[src/rtl/icache_port_arb.sv]
// icache_port_arb: shares one icache request port between fetch and a secondary
// requester, routing responses in issue order. Optional round-robin: ICACHE_ARB_RR_EN.
module icache_port_arb #(
    parameter int DEPTH = 2,
    parameter int XLEN  = 32
) (
    input  logic            clk,
    input  logic            rst,
    input  logic            f_req_valid,
    output logic            f_req_ready,
    input  logic [XLEN-1:0] f_req_addr,
    input  logic            p_req_valid,
    output logic            p_req_ready,
    input  logic [XLEN-1:0] p_req_addr,
    output logic            mem_addr_valid,
    input  logic            mem_addr_ready,
    output logic [XLEN-1:0] mem_addr,
    input  logic            mem_data_valid,
    input  logic [31:0]     mem_data,
    output logic            mem_data_ready,
    output logic            f_rsp_valid,
    output logic [31:0]     f_rsp_data,
    input  logic            f_rsp_ready,
    output logic            p_rsp_valid,
    output logic [31:0]     p_rsp_data,
    input  logic            p_rsp_ready,
    input  logic            squash_valid,
    output logic            proto_err
);

    localparam int AW = $clog2(DEPTH);
    localparam logic [AW:0] FULL = (AW+1)'(DEPTH);

    typedef struct packed {
        logic owner;
        logic killed;
    } tag_t;

    tag_t             tags [DEPTH];
    logic [AW:0]      wr_ptr;
    logic [AW:0]      rd_ptr;
    logic [AW:0]      count;
    logic [AW-1:0]    wr_idx;
    logic [AW-1:0]    rd_idx;
    tag_t             head;
    logic             empty;
    logic             f_cand;
    logic             p_cand;
    logic             conflict;
    logic             grant_p;
    logic             push;
    logic             pop;
    logic [DEPTH-1:0] live;

    assign wr_idx   = wr_ptr[AW-1:0];
    assign rd_idx   = rd_ptr[AW-1:0];
    assign head     = tags[rd_idx];
    assign empty    = (count == '0);
    assign f_cand   = f_req_valid && !squash_valid;
    assign p_cand   = p_req_valid;
    assign conflict = f_cand && p_cand;

`ifdef ICACHE_ARB_RR_EN
    logic last_p;

    assign grant_p = p_cand && (!f_cand || !last_p);

    // remember who won the last contested handshake
    always_ff @(posedge clk or posedge rst) begin
        if (rst) begin
            last_p <= 1'b1;
        end else if (push && conflict) begin
            last_p <= grant_p;
        end
    end
`else
    assign grant_p = p_cand && !f_cand;
`endif

    assign mem_addr_valid = !rst && (count < FULL) && mem_addr_ready
                          && (f_cand || p_cand);
    assign mem_addr       = grant_p ? p_req_addr : f_req_addr;
    assign f_req_ready    = mem_addr_valid && !grant_p;
    assign p_req_ready    = mem_addr_valid && grant_p;
    assign push           = mem_addr_valid && mem_addr_ready;

    assign f_rsp_data = mem_data;
    assign p_rsp_data = mem_data;

    // steer the head response to its owner, or drop it
    always_comb begin
        f_rsp_valid    = 1'b0;
        p_rsp_valid    = 1'b0;
        mem_data_ready = 1'b0;
        if (!rst) begin
            unique case (1'b1)
                empty: begin
                    mem_data_ready = 1'b1;
                end
                (!empty && head.killed): begin
                    mem_data_ready = 1'b1;
                end
                (!empty && !head.killed && !head.owner): begin
                    f_rsp_valid    = mem_data_valid && !squash_valid;
                    mem_data_ready = f_rsp_ready || squash_valid;
                end
                (!empty && !head.killed && head.owner): begin
                    p_rsp_valid    = mem_data_valid;
                    mem_data_ready = p_rsp_ready;
                end
                default: begin
                    mem_data_ready = 1'b0;
                end
            endcase
        end
    end

    assign pop = mem_data_valid && mem_data_ready && !empty;

    // mark which slots hold outstanding requests
    always_comb begin
        logic [AW:0] diff;
        live = '0;
        diff = '0;
        for (int i = 0; i < DEPTH; i++) begin
            diff    = (AW+1)'(i) - rd_ptr;
            live[i] = ({1'b0, diff[AW-1:0]} < count);
        end
    end

    // pointer and occupancy bookkeeping
    always_ff @(posedge clk or posedge rst) begin
        if (rst) begin
            wr_ptr <= '0;
            rd_ptr <= '0;
            count  <= '0;
        end else begin
            if (push) wr_ptr <= wr_ptr + 1'b1;
            if (pop)  rd_ptr <= rd_ptr + 1'b1;
            case ({push, pop})
                2'b10:   count <= count + 1'b1;
                2'b01:   count <= count - 1'b1;
                default: count <= count;
            endcase
        end
    end

    // write new tags and kill fetch-owned ones on squash
    always_ff @(posedge clk or posedge rst) begin
        if (rst) begin
            for (int i = 0; i < DEPTH; i++) tags[i] <= '0;
        end else begin
            for (int i = 0; i < DEPTH; i++) begin
                if (push && wr_idx == AW'(i)) begin
                    tags[i] <= tag_t'{owner: grant_p, killed: 1'b0};
                end else if (squash_valid && live[i] && !tags[i].owner) begin
                    tags[i].killed <= 1'b1;
                end
            end
        end
    end

    // sticky flag for a response that nothing asked for
    always_ff @(posedge clk or posedge rst) begin
        if (rst) begin
            proto_err <= 1'b0;
        end else if (mem_data_valid && empty) begin
            proto_err <= 1'b1;
        end
    end

endmodule

[config.mk]
export PLATFORM = sky130hd
export DESIGN_NAME = icache_port_arb
export DESIGN_NICKNAME = d
export VERILOG_FILES = /design/src/rtl/icache_port_arb.sv
export SDC_FILE = /design/constraint.sdc
export NUM_CORES = 1
export LEC_CHECK = 0
export CAP_MARGIN = 20
export CORE_MARGIN = 8
export CORE_UTILIZATION = 24
export CTS_CLUSTER_SIZE = 12
export DETAILED_ROUTE_END_ITERATION = 10
export PLACE_DENSITY = 0.92
export SETUP_SLACK_MARGIN = 0.3
export SKIP_CTS_REPAIR_TIMING = 1
export SYNTH_ARGS = -nofsm -noshare
export SYNTH_HDL_FRONTEND = slang
export SYNTH_SLANG_ARGS = --single-unit
export TNS_END_PERCENT = 100
[constraint.sdc]
create_clock -name clk -period 2.3 [get_ports clk]
set_clock_uncertainty 0.15 [all_clocks]
set_input_delay 0.69 -clock clk [delete_from_list [all_inputs] [get_ports clk]]
set_output_delay 0.69 -clock clk [all_outputs]
set_load 0.02 [all_outputs]
==> run summary, run 1 <==
### Power
- worst-case vdd ir drop: 0.264 mV
- leakage dissipation: 1.25 nW
- part of the total power dissipated in combinational logic: 67.0%
- Design Power: 1.58 mW
- internal power: 0.978 mW
- net switching fraction of the power: 38.0%
- power density over cell area: 579 nW/µm²
- P_sw: 0.599 mW
- Clk network pwr share: 11.8%
- Sequential Power Share: 21.2%

### Finish
- fraction of layout instances using a drive strength above 1: 55.1%
- most common library cell in the layout ignoring fill and taps: clkdlybuf4s50_1
- Area growth, synth to finish: 91.7%
- commonest non-fill, non-tap cells in the layout: 64 x clkdlybuf4s50_1, 40 x buf_6, 30 x mux2_4
- ANT cells: 0
- filler cell count in the final layout: 532
- Total Nets Final: 334
- final instance count without filler cells: 302

### Routing
- vias post-DR: 1302
- vias per inst: 4.31
- number of nets with antenna violations after routing: 0
- Residual DRC: 0
- length of the first detailed-routing pass in iterations: 4
- sum of routed wire length over all layers: 5.51 mm
- starting DRC count in detailed routing: 44
- per-cell routed wire length: 18.2 µm

### Synthesis
- mean post-synth cell area: 9.16 µm²
- number of enable flip-flop cells after synthesis: 0
- fraction of registers with async set or reset after synthesis: 100%
- synthesis warning total: 0
- share of the yosys chip area belonging to registers: 15.9%
- Cells after Synth: 155
- ys flop type: dfrtp_1
- net count after synthesis: 261
- flip-flop and latch count after synthesis: 9
- count of distinct cell types in the synthesized netlist: 33
- netlist area before placement: 1420 µm²

### Floorplan
- die footprint: 8630 µm²
- core area: 5820 µm²
- initial core utilization: 24.4%
- I/O pin count: 208
- width of the die: 92.9 µm
- standard-cell rows: 28
- overall die height: 92.9 µm

### Placement
- number of cells in the design after placement: 287
- number of buffers added on ports: 111
- setup slack after placement: -1.11 ns
- gp weighted congestion: 0.825
- Final HPWL DP: 4.04 mm

### Timing
- RSZ-0062 raised after global routing: yes
- post-route worst hold slack: 0.273 ns
- transition at the pin with the smallest max-transition slack: 0.350 ns
- number of hold violations in the final report: 0
- min cycle time layout: 2.51 ns
- slack of the critical path: -0.208 ns
- number of slew-limit violations in the final report: 0
- final setup vio count: 35
- max_slew headroom: 76.7%
- final critical-path share of the clock period: 109%
- Peak Freq: 399 MHz

### Setup path
- kind of start point of the critical path: input pin
- Crit path arrival time: 1.67 ns
- Register-to-Register Path Depth: 8
- critical-path maximum fanout: 8
- required time worst endpoint: 1.46 ns
- critical path type: in2out
- crit path capture type: primary output

### Clock network
- clock latency on the worst-skew pair: 0.24 ns
- TritonCTS Buffers: 3
- Clock transition at path regs: 0.04 ns
- CTS tree: built
- CTS sink count: 9
- CTS root buffer: clkbuf_8
- worst-case clock buffer depth: 2
- number of H-tree branching levels: 1

### Global route
- maximum number of pins on one net before global-route repair: 35
- GR Layer Usage met2: 16.3%
- number of antenna violations at the first check in global routing: 0
- Global Route Usage Sum: 10.1%
- busiest grt layer: met2
- first-pass GRT wire length: 6.85 mm
- global-route track usage on met3: 5.58%
- grt total ovfl: 0
- number of global-route vias before repair: 1436
- GR met1 Demand/Resource: 10.1%

### Flow run
- Max-cap violations: 0

### Min path
- path type of the worst min-delay path: in2async

### Outcome
- violations in the final reports: setup timing
- run status: finished with violations

through the flow:
step                      area (µm²)  TNS, ns  util, %
after detailed placement        2380   -39.62     40.9
after floorplan                 1600        0        -
after CTS                       2430   -39.41     41.7
after global routing            2720    -6.98     46.8
after global placement          2380   -38.98     40.9
final                           2720    -6.03     46.8
final cells by class:
class | instances | area [µm²] | area share, %
inverters | 5 | 18.8 | 0.689
clock buffers | 4 | 45.0 | 1.65
repair buffers | 132 | 1350 | 49.4
well taps | 75 | 93.8 | 3.45
multi-input cells | 77 | 992 | 36.4
flip-flops and latches | 9 | 226 | 8.32
routing by layer:
layer,up-vias,part of all wire (%)
met1,592,38
li1,602,-
met4,0,2.3
met2,95,49
met5,-,0
met3,13,11
power by group through the flow:
stage          Clock (mW)  Combinational [mW]  Sequential, mW
2_1_floorplan           0               0.679           0.286
5_1_grt             0.197                1.12           0.343
4_1_cts             0.193               0.911           0.320
3_5_place_dp            0               0.908           0.321
3_3_place_gp            0               0.887           0.313
6_report            0.186                1.06           0.335
final timing paths:
check | start | to | slack (ns)
max | squash_valid | mem_addr[22] | -0.21
min | rst | tags[3] | 0.27
max reg2reg | rd_ptr[0] | count[1] | 0.32
min reg2reg | proto_err | proto_err | 0.33
max in group asynchronous | rst | rd_ptr[0] | 1.45
min in group clk | proto_err | proto_err | 0.33
cell families (layout without fill, tap and decap cells):
group	after synthesis	count (layout)	synth area share, %
buffers and inverters	74	141	38.2
muxes	35	35	27.8
and+or+nand+nor	20	25	7.40
AOI/OAI and AO/OA	11	11	6.26
DFF	9	9	15.9
xor gates and xnor gates	5	5	3.61
adders and majority gates	1	1	0.881
cell usage after synthesis (2+ instances only):
cell type  count  area share (%)
xnor2_1        3             1.9
mux2_1        29              23
buf_4         64              34
buf_6          3             2.4
nand2b_1       2            0.88
clkbuf_2       2            0.70
nor3b_1        2             1.1
mux2i_1        2             1.4
a21oi_1        2            0.70
dfrtp_1        9              16
mux2_2         3             2.4
nand2_1        2            0.53
inv_1          4             1.1
nor2_1         9             2.4
critical path, stage by stage:
cell,delay (ns)
buf_6,0.09
nand2b_4,0.15
buf_12,0.16
nand2_8,0.12
mux2_4,0.32
buf_6,0.13
flip-flops by register name (all words and copies together), names as in the netlist:
| signal | flops |
|---|---|
| count | 2 |
| proto_err | 1 |
| tags | 4 |
| wr_ptr | 1 |
| rd_ptr | 1 |
Note: power is estimated with default switching activity, not from simulation.
==> inputs of run 2 (changes only) <==
==> constraint.sdc (replaced) <==
create_clock -name clk -period 2.3 [get_ports clk]
set_clock_uncertainty 0.15 [all_clocks]
set_input_delay 0.23 -clock clk [delete_from_list [all_inputs] [get_ports clk]]
set_output_delay 0.23 -clock clk [all_outputs]
set_load 0.02 [all_outputs]
==> run summary, run 2 (same netlist as run 1, synthesis figures left out) <==
### Timing
- min cycle time layout: 1.92 ns, was 2.51 ns
- number of slew-limit violations in the final report: 0, unchanged
- slack of the critical path: 0.384 ns, was -0.208 ns
- number of hold violations in the final report: 0, unchanged
- final setup vio count: 0, was 35
- Peak Freq: 522 MHz, was 399 MHz
- RSZ-0062 raised after global routing: no, was yes
- final critical-path share of the clock period: 83.3%, was 109%
- max_slew headroom: 77.6%, was 76.7%
- transition at the pin with the smallest max-transition slack: 0.336 ns, was 0.350 ns

### Finish
- Top reg by flops: tags, unchanged
- fraction of layout instances using a drive strength above 1: 16.0%, was 55.1%
- top flop regs: tags: 4 flops, count: 2 flops, unchanged
- post-route core utilization: 41.7%, was 46.8%
- most common library cell in the layout ignoring fill and taps: clkdlybuf4s50_1, unchanged
- commonest non-fill, non-tap cells in the layout: 70 x clkdlybuf4s50_1, 38 x dlymetal6s2s_1, 29 x mux2_1, was 64 x clkdlybuf4s50_1, 40 x buf_6, 30 x mux2_4
- post-route cell area: 2420 µm², was 2720 µm²
- Total Nets Final: 319, was 334
- filler cell count in the final layout: 559, was 532
- Largest register FFs: 4, unchanged
- ANT cells: 0, unchanged
- Area growth, synth to finish: 70.7%, was 91.7%

### Setup path
- worst-path cell with the longest stage delay: dfrtp_2, was mux2_4
- critical-path maximum fanout: 4, was 8
- crit path capture type: primary output, unchanged
- Crit path arrival time: 1.54 ns, was 1.67 ns
- required time worst endpoint: 1.92 ns, was 1.46 ns
- worst reg2reg startpoint: rd_ptr[0], unchanged
- crit path cell chain: mux2i_2 -> o21ai_4 -> nor4_1 -> clkbuf_2, was buf_6 -> nand2b_4 -> buf_12 -> nand2_8 -> mux2_4 -> buf_6
- Worst Setup SP: rd_ptr[0], was squash_valid
- kind of start point of the critical path: register, was input pin
- largest incremental delay on the critical path: 0.41 ns, was 0.32 ns
- critical path type: reg2out, was in2out

### Global route
- global-route track usage on met3: 4.13%, was 5.58%
- first-pass GRT wire length: 7.29 mm, was 6.85 mm
- GR Layer Usage met2: 19.0%, was 16.3%
- GR met1 Demand/Resource: 10.6%, was 10.1%
- grt total ovfl: 0, unchanged
- maximum number of pins on one net before global-route repair: 33, was 35
- number of global-route vias before repair: 1308, was 1436
- Global Route Usage Sum: 10.6%, was 10.1%
- busiest grt layer: met2, unchanged
- number of antenna violations at the first check in global routing: 0, unchanged

### Routing
- length of the first detailed-routing pass in iterations: 4, unchanged
- sum of routed wire length over all layers: 5.27 mm, was 5.51 mm
- vias post-DR: 1210, was 1302
- vias per inst: 4.22, was 4.31
- Residual DRC: 0, unchanged
- starting DRC count in detailed routing: 21, was 44
- number of nets with antenna violations after routing: 0, unchanged
- per-cell routed wire length: 18.4 µm, was 18.2 µm

### Power
- worst-case vdd ir drop: 0.542 mV, was 0.264 mV
- power density over cell area: 522 nW/µm², was 579 nW/µm²
- leakage dissipation: 1.29 nW, was 1.25 nW

### Clock network
- CTS sink count: 9, unchanged
- Clock transition at path regs: 0.05 ns, was 0.04 ns
- CTS tree: built, unchanged
- clock latency on the worst-skew pair: 0.24 ns, about the same
- CTS root buffer: clkbuf_8, unchanged
- TritonCTS Buffers: 3, unchanged
- worst-case clock buffer depth: 2, unchanged
- number of H-tree branching levels: 1, unchanged

### Floorplan
- standard-cell rows: 28, unchanged
- die footprint: 8630 µm², unchanged
- overall die height: 92.9 µm, unchanged
- I/O pin count: 208, unchanged
- core area: 5820 µm², unchanged
- width of the die: 92.9 µm, unchanged
- initial core utilization: 24.4%, unchanged

### Placement
- setup slack after placement: -0.149 ns, was -1.11 ns
- number of buffers added on ports: 111, unchanged
- Final HPWL DP: 4.05 mm, was 4.04 mm
- gp weighted congestion: 0.833, was 0.825
- standard cell area after detailed placement: 2150 µm², was 2380 µm²

### Outcome
- run status: finished clean, was finished with violations

### Min path
- path type of the worst min-delay path: in2async, unchanged

### Flow run
- Max-cap violations: 0, unchanged

==> run 2: critical path: cells and delay by family, from the launching register on <==
family                 cells  cell delay, ns
and+or+nand+nor            1            0.29
buffers and inverters      1            0.22
muxes                      1            0.28
AOI/OAI and AO/OA          1            0.10
DFF                        1            0.41
==> run 2: report_power, final <==
group	switching [mW]	total, mW	internal (mW)
combinational	0.293	0.723	0.429
sequential	0.123	0.355	0.232
clock	0.0671	0.188	0.121
total	0.483	1.27	0.782
==> run 2: final timing paths <==
path / to / slack, ns / depth (start not counted)
max: f_rsp_valid / 0.38 / 4
min: count[1] / 0.26 / 2
max reg2reg: count[1] / 0.43 / 7
min reg2reg: tags[2] / 0.37 / 1
max in group asynchronous: rd_ptr[0] / 1.47 / 2
min in group clk: f_rsp_data[21] / 0.31 / 0
==> run 2: cell type report <==
type	instances	area, µm²	area share (%)
timing repair buffer	122	1330	54.9
multi-input combinational	72	708	29.2
sequential	9	226	9.34
tap	75	93.8	3.87
clock buffer	4	45.0	1.86
inverter	5	18.8	0.774
==> run 2: metal layers <==
layer	wire [µm]	part of all wire (%)
met1	2010	38
met2	2690	51
met4	91	1.7
met5	0	0
met3	480	9.1
==> run 2: stage by stage <==
stage | instances | total power, mW | hold slack [ns] | TNS (ns)
2_1_floorplan | 155 | 0.863 | -0.0921 | 0
3_3_place_gp | 277 | 0.970 | 0.289 | -2.90
3_5_place_dp | 277 | 0.986 | 0.296 | -3.75
4_1_cts | 281 | 1.19 | 0.266 | -4.06
5_1_grt | 287 | 1.34 | 0.310 | 0
6_report | 287 | 1.27 | 0.257 | 0
==> inputs of run 3 (changes only) <==
Clock period 2.3 ns to 1.8 ns, I/O delays scaled along.
==> run summary, run 3 (same netlist as run 1, synthesis figures left out) <==
### Placement
- Final HPWL DP: 4.28 mm, was 4.05 mm
- standard cell area after detailed placement: 2260 µm², was 2150 µm²
- gp weighted congestion: 0.794, was 0.833
- number of cells in the design after placement: 288, was 277
- number of buffers added on ports: 111, unchanged

### Clock network
- worst-case clock buffer depth: 2, unchanged
- Clock transition at path regs: 0.04 ns, was 0.05 ns
- CTS sink count: 9, unchanged
- number of H-tree branching levels: 1, unchanged
- clock latency on the worst-skew pair: 0.23 ns, was 0.24 ns
- TritonCTS Buffers: 3, unchanged
- CTS root buffer: clkbuf_8, unchanged
- CTS tree: built, unchanged

### Setup path
- critical-path maximum fanout: 3, was 4
- crit path cell chain: mux2i_2 -> mux2i_1 -> buf_4 -> o21a_4 -> ha_4 -> xnor2_2 -> nor2_2 -> xor2_1, was mux2i_2 -> o21ai_4 -> nor4_1 -> clkbuf_2
- crit path capture type: register, was primary output
- setup slack of the worst register-to-register path: -0.14 ns, was 0.43 ns
- worst reg2reg endpoint: count[1], unchanged
- required time worst endpoint: 1.81 ns, was 1.92 ns
- worst reg2reg startpoint: rd_ptr[0], unchanged
- Register-to-Register Path Depth: 8, was 7
- worst-path cell with the longest stage delay: dfrtp_1, was dfrtp_2
- Worst Setup SP: rd_ptr[0], unchanged
- critical path type: reg2reg, was reg2out
- worst setup path end: count[1], was f_rsp_valid
- critical path buffer and inverter count: 1, unchanged
- kind of start point of the critical path: register, unchanged
- logic depth of the worst setup path including buffers: 8, was 4
- largest incremental delay on the critical path: 0.42 ns, was 0.41 ns
- Crit path arrival time: 1.95 ns, was 1.54 ns
- CP delay by family, top: multiplexers, was flip-flops

### Routing
- vias per inst: 4.30, was 4.22
- Residual DRC: 0, unchanged
- sum of routed wire length over all layers: 5.65 mm, was 5.27 mm
- vias post-DR: 1278, was 1210
- number of nets with antenna violations after routing: 0, unchanged
- per-cell routed wire length: 19.0 µm, was 18.4 µm
- length of the first detailed-routing pass in iterations: 4, unchanged
- starting DRC count in detailed routing: 7, was 21

### Power
- Clk network pwr share: 12.8%, was 14.9%
- worst-case vdd ir drop: 0.527 mV, was 0.542 mV
- internal power: 1.18 mW, was 0.782 mW
- part of the total power dissipated in combinational logic: 65.6%, was 57.1%
- net switching fraction of the power: 35.8%, was 38.2%
- Sequential Power Share: 21.6%, was 28.0%
- P_sw: 0.657 mW, was 0.483 mW
- leakage dissipation: 1.20 nW, was 1.29 nW
- power density over cell area: 714 nW/µm², was 522 nW/µm²

### Global route
- grt total ovfl: 0, unchanged
- number of global-route vias before repair: 1398, was 1308
- first-pass GRT wire length: 7.45 mm, was 7.29 mm
- maximum number of pins on one net before global-route repair: 29, was 33
- Global Route Usage Sum: 10.7%, was 10.6%
- number of antenna violations at the first check in global routing: 0, unchanged

### Outcome
- violations in the final reports: hold timing, setup timing
- run status: finished with violations, was finished clean

### Timing
- min cycle time layout: 1.94 ns
- number of hold violations in the final report: 9, was 0
- RSZ-0062 raised after global routing: yes, was no
- Peak Freq: 515 MHz
- post-route worst hold slack: -0.0368 ns, was 0.257 ns
- final critical-path share of the clock period: 108%
- transition at the pin with the smallest max-transition slack: 0.296 ns, was 0.336 ns
- slack of the critical path: -0.143 ns, was 0.384 ns
- final setup vio count: 6, was 0
- number of slew-limit violations in the final report: 0, unchanged
- max_slew headroom: 79.7%, was 77.6%

### Finish
- final instance count without filler cells: 297, was 287
- Top reg by flops: tags, unchanged
- multi-input logic area: 837 µm², was 708 µm²
- top flop regs: tags: 4 flops, count: 2 flops, unchanged
- register area: 225 µm², was 226 µm²
- Largest register FFs: 4, unchanged
- ANT cells: 0, unchanged
- post-route cell area: 2570 µm², was 2420 µm²
- Area growth, synth to finish: 80.9%, was 70.7%
- commonest non-fill, non-tap cells in the layout: 68 x clkdlybuf4s50_1, 32 x buf_6, 31 x mux2_4, was 70 x clkdlybuf4s50_1, 38 x dlymetal6s2s_1, 29 x mux2_1
- filler cell count in the final layout: 586, was 559
- Total Nets Final: 329, was 319
- most common library cell in the layout ignoring fill and taps: clkdlybuf4s50_1, unchanged
- fraction of layout instances using a drive strength above 1: 50.0%, was 16.0%

### Floorplan
- core area: 5820 µm², unchanged
- standard-cell rows: 28, unchanged
- die footprint: 8630 µm², unchanged
- I/O pin count: 208, unchanged
- initial core utilization: 24.4%, unchanged
- overall die height: 92.9 µm, unchanged
- width of the die: 92.9 µm, unchanged

### Flow run
- Max-cap violations: 0, unchanged

### Min path
- path type of the worst min-delay path: in2async, unchanged

==> run 3: cell count changes in the layout (fill, tap and decap cells not counted), sizes merged <==
| cell | before | now |
|---|---|---|
| buf | 10 | 54 |
| clkdlybuf4s50 | 70 | 68 |
| dlymetal6s2s | 38 | 3 |
| clkbuf | 8 | 11 |
==> run 3: tightest hold or removal path: stages <==
cell and delay, ns:
dlymetal6s2s_1 0.16, buf_4 0.15, inv_1 0.25
==> run 3: layer usage <==
metal  up-vias  track usage (%)  share of wire [%]  wire [µm]
met1       571             11.4                 37       2110
met3        12             4.85                 11        617
met2       109             18.3                 50       2850
met4         0             3.76                1.3         75
li1        586                -                  -          -
met5         -                0                  0          0
==> run 3: how the worst min path moves through the flow <==
stage | cells past startpoint | slack, ns | to
after CTS | 0 | 0.21 | f_rsp_data[3]
final | 3 | -0.04 | proto_err
after floorplan | 1 | -0.14 | count[0]
after detailed placement | 0 | 0.21 | f_rsp_data[3]
after global placement | 0 | 0.21 | f_rsp_data[3]
after global routing | 3 | 0.01 | proto_err
==> run 3: through the flow <==
step	utilization (%)	setup TNS, ns	worst slack, ns	power (mW)
after floorplan	-	-0.00691	-0.00691	1.14
after global placement	38.9	-16.89	-0.498	1.41
after detailed placement	38.9	-17.45	-0.521	1.43
after CTS	39.7	-18.19	-0.526	1.67
after global routing	44.2	-1.05	-0.259	1.96
final	44.2	-0.366	-0.143	1.83
==> run 3: power by group through the flow <==
stage	Combinational (mW)	Sequential [mW]	Clock, mW
global route	1.30	0.407	0.253
global placement	1.02	0.386	0
finish	1.20	0.397	0.234
detailed placement	1.03	0.396	0
CTS	1.04	0.394	0.240
floorplan	0.788	0.354	0
==> run 3: layout make-up <==
cell class / count / area share, %
Clock buffer: 4 / 1.75
Inverter: 5 / 0.731
Multi-Input combinational cell: 72 / 32.6
Sequential cell: 9 / 8.77
Tap cell: 75 / 3.65
Timing Repair Buffer: 132 / 52.5
